## src/rtl/training_sequencer.sv

```systemverilog
// Step sequencer for a single-layer trainer: per sample it clears the accumulator,
// issues WIDTH MACs, one error step, WIDTH weight updates and one bias update.
module training_sequencer #(
    parameter int WIDTH       = 10,
    parameter int NUM_SAMPLES = 10,
    parameter int IDX_W       = 4
) (
    input  logic             clk,
    input  logic             reset,
    input  logic             start,
    input  logic [7:0]       num_epochs,
    input  logic             abort,
    input  logic             dp_ack,
    output logic             dp_req,
    output logic [1:0]       dp_op,
    output logic [IDX_W-1:0] feat_idx,
    output logic [IDX_W-1:0] sample_idx,
    output logic [7:0]       epoch_cnt,
    output logic             acc_clr,
    output logic             loss_clr,
    output logic             busy,
    output logic             done
);

    localparam logic [2:0] S_IDLE  = 3'd0;
    localparam logic [2:0] S_CLEAR = 3'd1;
    localparam logic [2:0] S_FWD   = 3'd2;
    localparam logic [2:0] S_ERR   = 3'd3;
    localparam logic [2:0] S_UPD   = 3'd4;
    localparam logic [2:0] S_BIAS  = 3'd5;
    localparam logic [2:0] S_NEXT  = 3'd6;
    localparam logic [2:0] S_DONE  = 3'd7;

    localparam logic [IDX_W-1:0] FEAT_LAST = IDX_W'(WIDTH - 1);
    localparam logic [IDX_W-1:0] SAMP_LAST = IDX_W'(NUM_SAMPLES - 1);

    logic [2:0]       state_q, state_d;
    logic [IDX_W-1:0] feat_q, feat_d;
    logic [IDX_W-1:0] samp_q, samp_d;
    logic [7:0]       epc_q, epc_d;
    logic [7:0]       epochs_q, epochs_d;
    logic             step_done;

    assign dp_req    = (state_q == S_FWD) || (state_q == S_ERR) ||
                       (state_q == S_UPD) || (state_q == S_BIAS);
    assign step_done = dp_req && dp_ack;

    always_comb begin
        dp_op = 2'b00;
        case (state_q)
            S_ERR:   dp_op = 2'b01;
            S_UPD:   dp_op = 2'b10;
            S_BIAS:  dp_op = 2'b11;
            default: dp_op = 2'b00;
        endcase
    end

    assign feat_idx   = feat_q;
    assign sample_idx = samp_q;
    assign epoch_cnt  = epc_q;
    assign acc_clr    = (state_q == S_CLEAR);
    assign loss_clr   = (state_q == S_CLEAR) && (samp_q == '0);
    assign busy       = (state_q != S_IDLE);
    assign done       = (state_q == S_DONE);

    always_comb begin
        state_d  = state_q;
        feat_d   = feat_q;
        samp_d   = samp_q;
        epc_d    = epc_q;
        epochs_d = epochs_q;
        case (state_q)
            S_IDLE: begin
                if (start) begin
                    if (num_epochs != 8'd0) begin
                        epochs_d = num_epochs;
                        feat_d   = '0;
                        samp_d   = '0;
                        epc_d    = 8'd0;
                        state_d  = S_CLEAR;
                    end else begin
                        state_d = S_DONE;
                    end
                end
            end
            S_CLEAR: begin
                feat_d  = '0;
                state_d = S_FWD;
            end
            S_FWD: begin
                if (step_done) begin
                    if (feat_q == FEAT_LAST) begin
                        feat_d  = '0;
                        state_d = S_ERR;
                    end else begin
                        feat_d = feat_q + 1'b1;
                    end
                end
            end
            S_ERR: begin
                if (step_done) state_d = S_UPD;
            end
            S_UPD: begin
                if (step_done) begin
                    if (feat_q == FEAT_LAST) begin
                        feat_d  = '0;
                        state_d = S_BIAS;
                    end else begin
                        feat_d = feat_q + 1'b1;
                    end
                end
            end
            S_BIAS: begin
                if (step_done) state_d = S_NEXT;
            end
            S_NEXT: begin
                if (samp_q != SAMP_LAST) begin
                    samp_d  = samp_q + 1'b1;
                    state_d = S_CLEAR;
                end else begin
                    samp_d  = '0;
                    epc_d   = epc_q + 8'd1;
                    state_d = (epc_d == epochs_q) ? S_DONE : S_CLEAR;
                end
            end
            S_DONE: state_d = S_IDLE;
            default: state_d = S_IDLE;
        endcase
        // Abort wins over any step completing in the same cycle: nothing advances.
        if (abort && (state_q != S_IDLE)) begin
            state_d  = S_IDLE;
            feat_d   = feat_q;
            samp_d   = samp_q;
            epc_d    = epc_q;
            epochs_d = epochs_q;
        end
    end

    always_ff @(posedge clk or negedge reset) begin
        if (!reset) begin
            state_q  <= S_IDLE;
            feat_q   <= '0;
            samp_q   <= '0;
            epc_q    <= 8'd0;
            epochs_q <= 8'd0;
        end else begin
            state_q  <= state_d;
            feat_q   <= feat_d;
            samp_q   <= samp_d;
            epc_q    <= epc_d;
            epochs_q <= epochs_d;
        end
    end

endmodule

```

## config.mk

```make
export PLATFORM = sky130hd
export DESIGN_NAME = training_sequencer
export DESIGN_NICKNAME = d
export VERILOG_FILES = /design/src/rtl/training_sequencer.sv
export SDC_FILE = /design/constraint.sdc
export NUM_CORES = 1
export LEC_CHECK = 0
export ABC_AREA = 1
export CAP_MARGIN = 15
export CORE_MARGIN = 2
export CORE_UTILIZATION = 45
export DETAILED_ROUTE_END_ITERATION = 8
export DONT_BUFFER_PORTS = 1
export RECOVER_POWER = 100
export SLEW_MARGIN = 20
export SYNTH_ARGS = -nofsm -noshare
export SYNTH_HDL_FRONTEND = slang
export SYNTH_SLANG_ARGS = --single-unit
```

## constraint.sdc

```tcl
create_clock -name clk -period 1.8 [get_ports clk]
set_input_delay 0.18 -clock clk [delete_from_list [all_inputs] [get_ports clk]]
set_output_delay 0.18 -clock clk [all_outputs]
set_load 0.01 [all_outputs]
```

==> results of run 1 <==
-- registers in the layout (all words and copies together), names as in the netlist --
name        count
state_q         3
epoch_cnt       8
feat_idx        4
epochs_q        8
sample_idx      4
-- logic make-up (layout without fill, tap and decap cells) --
| kind of cell | Yosys count | count (layout) | synth area share [%] |
|---|---|---|---|
| mux | 1 | 1 | 0.612 |
| buf+inv | 48 | 65 | 9.86 |
| fa+ha+maj | 9 | 9 | 6.12 |
| flops | 27 | 27 | 36.7 |
| compound gates | 34 | 34 | 10.5 |
| xor+xnor | 1 | 1 | 0.476 |
| simple gates | 133 | 133 | 35.6 |
-- repair_timing --
item                                    4_1_cts  5_1_grt
hold endpoints to repair                     27        0
buffers inserted                              0        3
resized for setup                             0        7
hold buffers                                  2        0
endpoints found under the setup margin        0        9
-- power breakdown --
group	switching, mW	internal, mW
Clock	0.212	0.156
Sequential	0.121	0.736
Combinational	0.906	0.560
Total	1.24	1.45
-- final cells by class --
type | instances | area, µm² | area share [%]
Clock buffer | 3 | 41.3 | 2.01
Clock inverter | 1 | 5.00 | 0.243
Inverter | 47 | 176 | 8.57
Multi-Input combinational cell | 178 | 981 | 47.7
Sequential cell | 27 | 677 | 32.9
Tap cell | 50 | 62.6 | 3.04
Timing Repair Buffer | 14 | 115 | 5.59
-- per-stage QoR --
step | hold slack [ps] | worst slack, ps
floorplan | -116 | 13.8
global placement | -115 | 68.5
detailed placement | -115 | 67.4
CTS | 28.1 | 47.6
global route | 21.9 | -156
finish | 35.4 | 87.1
-- per-layer routing --
metal / vias to the layer above / GRT usage (%)
met4: 0 / 7.50
li1: 833 / -
met1: 735 / 26.7
met3: 6 / 4.61
met5: - / 0
met2: 32 / 28.6
-- synthesized netlist by cell type --
cell and n:
nand3_1 15, and3_1 1, dfrtp_1 27, o21ai_0 11
nor2_1 19, buf_2 1, nor4_2 1, nor2_4 1
inv_2 10, ha_1 9, o2111a_1 1, a21oi_1 4
o21ai_2 1, a21oi_2 2, nand3_2 2, nor2_2 5
o21ai_1 10, nand2_1 69, nand2_4 2, nor2_8 2
mux2_2 1, o22ai_1 5, and2_1 1, nor3_1 5
xor2_1 1, nor3_2 2, inv_1 37, nand2_2 3
nand4_1 1, nand3b_1 4
-- worst max-delay path, delay by kind of cell (launching register included) --
kind	cells	cell delay, ps
fa+ha+maj	1	150
buf+inv	2	290
flops	1	400
simple gates	2	400
-- final timing paths --
kind | start | to | slack (ps) | depth (start not counted)
setup / recovery | sample_idx[0] | loss_clr | 90 | 5
hold / removal | num_epochs[3] | epochs_q[3] | 40 | 2
setup reg to reg | state_q[2] | feat_idx[3] | 100 | 11
hold reg to reg | epochs_q[4] | epochs_q[4] | 500 | 2
max in group asynchronous | reset | epoch_cnt[2] | 300 | 2
min in group asynchronous | reset | epoch_cnt[4] | 690 | 2
-- cell usage in the layout (no fill, tap or decap), types with 2 or more instances in the layout --
cell type and n:
a21oi_1 4, a21oi_2 2, buf_4 6, clkbuf_1 3
clkbuf_8 3, dfrtp_1 26, ha_1 9, inv_1 38
inv_2 9, nand2_1 71, nand2_4 2, nand3_1 15
nand3_2 2, nand3b_1 4, nor2_1 18, nor2_2 4
nor2_4 4, nor3_1 5, nor3_2 2, o21ai_0 12
o21ai_1 9, o22ai_1 5
==> run metrics, run 1 <==
status finished clean; gr usage total 19.2%; HPWL after DPL 3100 µm; CTS tree done; Slew Viols, Final 0; first-pass detailed-route iteration total 4; Worst-Skew Late Latency 280 ps; Antenna diodes 0; Die X 67.9 µm; IO Pins 36; fillers 420; Power Density 1310 nW/µm²; total number of vias 1606; P_leak 1.02 nW; clock buffer depth 2; Req. time, crit path 1620 ps; post-synth cell types 30; nets 293; maxcap violations 0; Die ar. 4610 µm²; Worst path max stage delay 400 ps; Initial DRC Count 125; Setup TNS Final 0 ps; syn avg cell area 7.27 µm²; Routability Congestion 0.813; M1 WL 1990 µm; Worst-Margin Slew 1230 ps; Mapped Area 1840 µm²; largest net degree at the start of global routing 28; Peak VDD IR 0.647 mV; cell breakdown of the critical path clkbuf_1, inv_1, ha_1, nand3_1, nor3_1; WL/cell 12.7 µm; class of the most critical setup path reg2out; total wire length 4080 µm; first-pass GRT wire length 6790 µm; die height 67.9 µm; DRC 0; Area Overhead vs Synth 11.9%; clk slew on worst S/H paths 100 ps; RSZ-0062 raised after global routing yes; vias per cell 5.02; Root Buffer clkbuf_8; layout cell share with drive strength beyond 1 16.3%; sequential area share after synthesis 36.7%; #FFs+latches synth 27; DR top layer met4; Post-DRT Antenna Nets 0; Worst slew margin 17.6%; Fmax achieved 584 MHz; DP Area 1960 µm²; vias in the first global route 1489; Fin. Hold Viols 0; gr ovfl total 0; critical path arrival 1530 ps; H-tree Lvls 1; core area 3970 µm²; period utilisation layout 95.2%; final setup fails 0; Initial Utilization 46.3%; Setup crit start kind flop; CP max stage cell dfrtp_1; area leader, netlist dfrtp_1; Ys Warns 0; Detail Route met3 WL 181 µm; Post-Syn Instances 253; Site Rows 23; clock tree sinks 27; initial antenna violation count 0; total power draw 2.69 mW; worst-path fanout max 4; HP Class in2reg; Tmin final 1710 ps; ranking of synthesized cells by area dfrtp_1, nand2_1, inv_1; port bufs 0; post-layout instance area 2060 µm²; area share of the largest cell type after synthesis 36.7%; routed wl met2 1830 µm; CP Capture Type primary output; DP Cell Count 311; non-filler cells, final 320; Synthesized Nets 275; CTS buffer count 3; skew final 2.55 ps; utilization after layout 51.8%
No activity file was read; power rests on OpenSTA's default activity.
==> run 2, diff against run 1 <==
RECOVER_POWER = default   (was 100)
==> run metrics, run 2 (synthesis results as in run 1) <==
setup slack, reg-to-reg 100 ps (about the same); Setup TNS Final 0 ps (unchanged); most frequent cells in the layout nand2_1, inv_1, dfrtp_1, nor2_1, nand3_1; Area Overhead vs Synth 14.1%; Setup crit start kind flop; Fmax achieved 590 MHz (+1.1%); WL/cell 12.7 µm (-0.25%); status finished clean; total number of vias 1602 (-0.25%); RSZ-0062 raised after global routing yes; CP max stage cell dfrtp_1; CP startpoint state_q[2]; first-pass detailed-route iteration total 4 (unchanged); non-filler cells, final 320 (unchanged); period utilisation layout 94.2% (-0.99 points); final setup fails 0 (unchanged); largest net degree at the start of global routing 28 (unchanged); Antenna diodes 0 (unchanged); class of the most critical setup path reg2reg; Power Density 1310 nW/µm² (+0.15%); port bufs 0 (unchanged); Sequential Area 677 µm² (unchanged); CP Capture Type flop; Worst slew margin 70.6% (+53 points); DP Area 1960 µm² (unchanged); clock tree sinks 27 (unchanged); Post-DRT Antenna Nets 0 (unchanged); IO Pins 36 (unchanged); critical path arrival 1910 ps (+380 ps); fillers 413 (-1.7%); vias per cell 5.01 (-0.25%); area occupied by multi-input gates 1000 µm² (+2.0%); clk slew on worst S/H paths 100 ps (about the same); post-layout instance area 2100 µm² (+2.0%); CTS buffer count 3 (unchanged); layout cell share with drive strength beyond 1 19.6% (+3.3 points); core area 3970 µm² (unchanged); Routability Congestion 0.813 (unchanged); Site Rows 23 (unchanged); HP Class in2reg; HPWL after DPL 3100 µm (unchanged); worst-path fanout max 7 (+3); maxcap violations 0 (unchanged); vias in the first global route 1489 (unchanged); initial antenna violation count 0 (unchanged); H-tree Lvls 1 (unchanged); die height 67.9 µm (unchanged); clock buffer depth 2 (unchanged); Die X 67.9 µm (unchanged); CTS tree done; cell depth of the worst flop-to-flop path 11 (unchanged); nets 293 (unchanged); skew final 1.77 ps (-0.779 ps); Peak VDD IR 0.678 mV (+4.8%); total wire length 4070 µm (-0.25%); DRC 0 (unchanged); worst path bufs/invs 3 (+1); Fin. Hold Viols 0 (unchanged); utilization after layout 52.9% (+1.0 points); gr usage total 19.2% (unchanged); Slew Viols, Final 0 (unchanged); Worst-Skew Late Latency 280 ps (about the same); commonest non-fill, non-tap cell in the layout nand2_1; P_leak 1.04 nW (+1.7%); CP endpoint feat_idx[3]; DP Cell Count 311 (unchanged); Root Buffer clkbuf_8; Tmin final 1700 ps (-17.8 ps); cell breakdown of the critical path ha_1, inv_1, nand2_1, nand2_2, inv_2, nor2_2, o21ai_2, nor2_4, buf_6, a21oi_2, nor3_2; Worst R2R End feat_idx[3]; Initial Utilization 46.3% (unchanged); Die ar. 4610 µm² (unchanged); Req. time, crit path 2010 ps (+390 ps); Initial DRC Count 108 (-14%); first-pass GRT wire length 6790 µm (unchanged); WP depth 11 (+6); r2r startpoint state_q[2]; Worst path max stage delay 430 ps (+30 ps); family with the most delay on the worst path simple AND/OR/NAND/NOR gates; gr ovfl total 0 (unchanged); Worst-Margin Slew 438 ps (-796 ps)
## run 2: worst min-delay path by stage
stage / from / cells after the start / slack [ps] / endpoint
after global placement: reset / 0 / -110 / epoch_cnt[4]
after detailed placement: reset / 0 / -110 / epoch_cnt[0]
final: num_epochs[3] / 2 / 40 / epochs_q[3]
after floorplan: reset / 0 / -120 / epoch_cnt[0]
after global routing: num_epochs[2] / 1 / 20 / epochs_q[2]
after CTS: num_epochs[3] / 2 / 30 / epochs_q[3]
## run 2: area by class of cell
cell class                 instances  share of cell area, %
inverter                          47                   8.40
timing repair buffer              14                   6.50
multi-input combinational        178                   47.7
sequential                        27                   32.2
clock buffer                       3                   1.97
tap                               50                   2.98
clock inverter                     1                  0.238
## run 2: worst reg2reg max path, delay by kind of cell (launching register included)
family,cells,cell delay (ps)
AND/OR/NAND/NOR,5,560
buffers and inverters,3,230
flip-flops,1,430
AO/OA/AOI/OAI,2,110
adder cells (fa/ha/maj),1,300
## run 2: report_power, final
group	switching (mW)	internal, mW	leakage [nW]	total [mW]
Clock	0.207	0.156	0.0255	0.363
Sequential	0.120	0.737	0.359	0.856
Combinational	0.933	0.597	0.656	1.53
Total	1.26	1.49	1.04	2.75
## run 2: metal layers
| layer | GRT usage (%) | routed length [µm] |
|---|---|---|
| met3 | 4.61 | 179 |
| met1 | 26.7 | 1980 |
| met4 | 7.50 | 76 |
| met5 | 0 | 0 |
| met2 | 28.6 | 1830 |
## run 2: what timing repair did
item	in CTS	in global routing
resized for setup	0	7
hold buffers	2	0
setup endpoints to repair	0	9
hold endpoints to repair	27	0
setup buffers	0	3
## run 2: per-stage QoR
step / setup slack (ps) / hold slack, ps / power (mW)
after global routing: -156 / 21.9 / 3.01
after CTS: 47.6 / 28.1 / 2.59
after detailed placement: 67.4 / -115 / 2.20
final: 105 / 36.7 / 2.75
after global placement: 68.5 / -115 / 2.18
after floorplan: 13.8 / -116 / 1.90
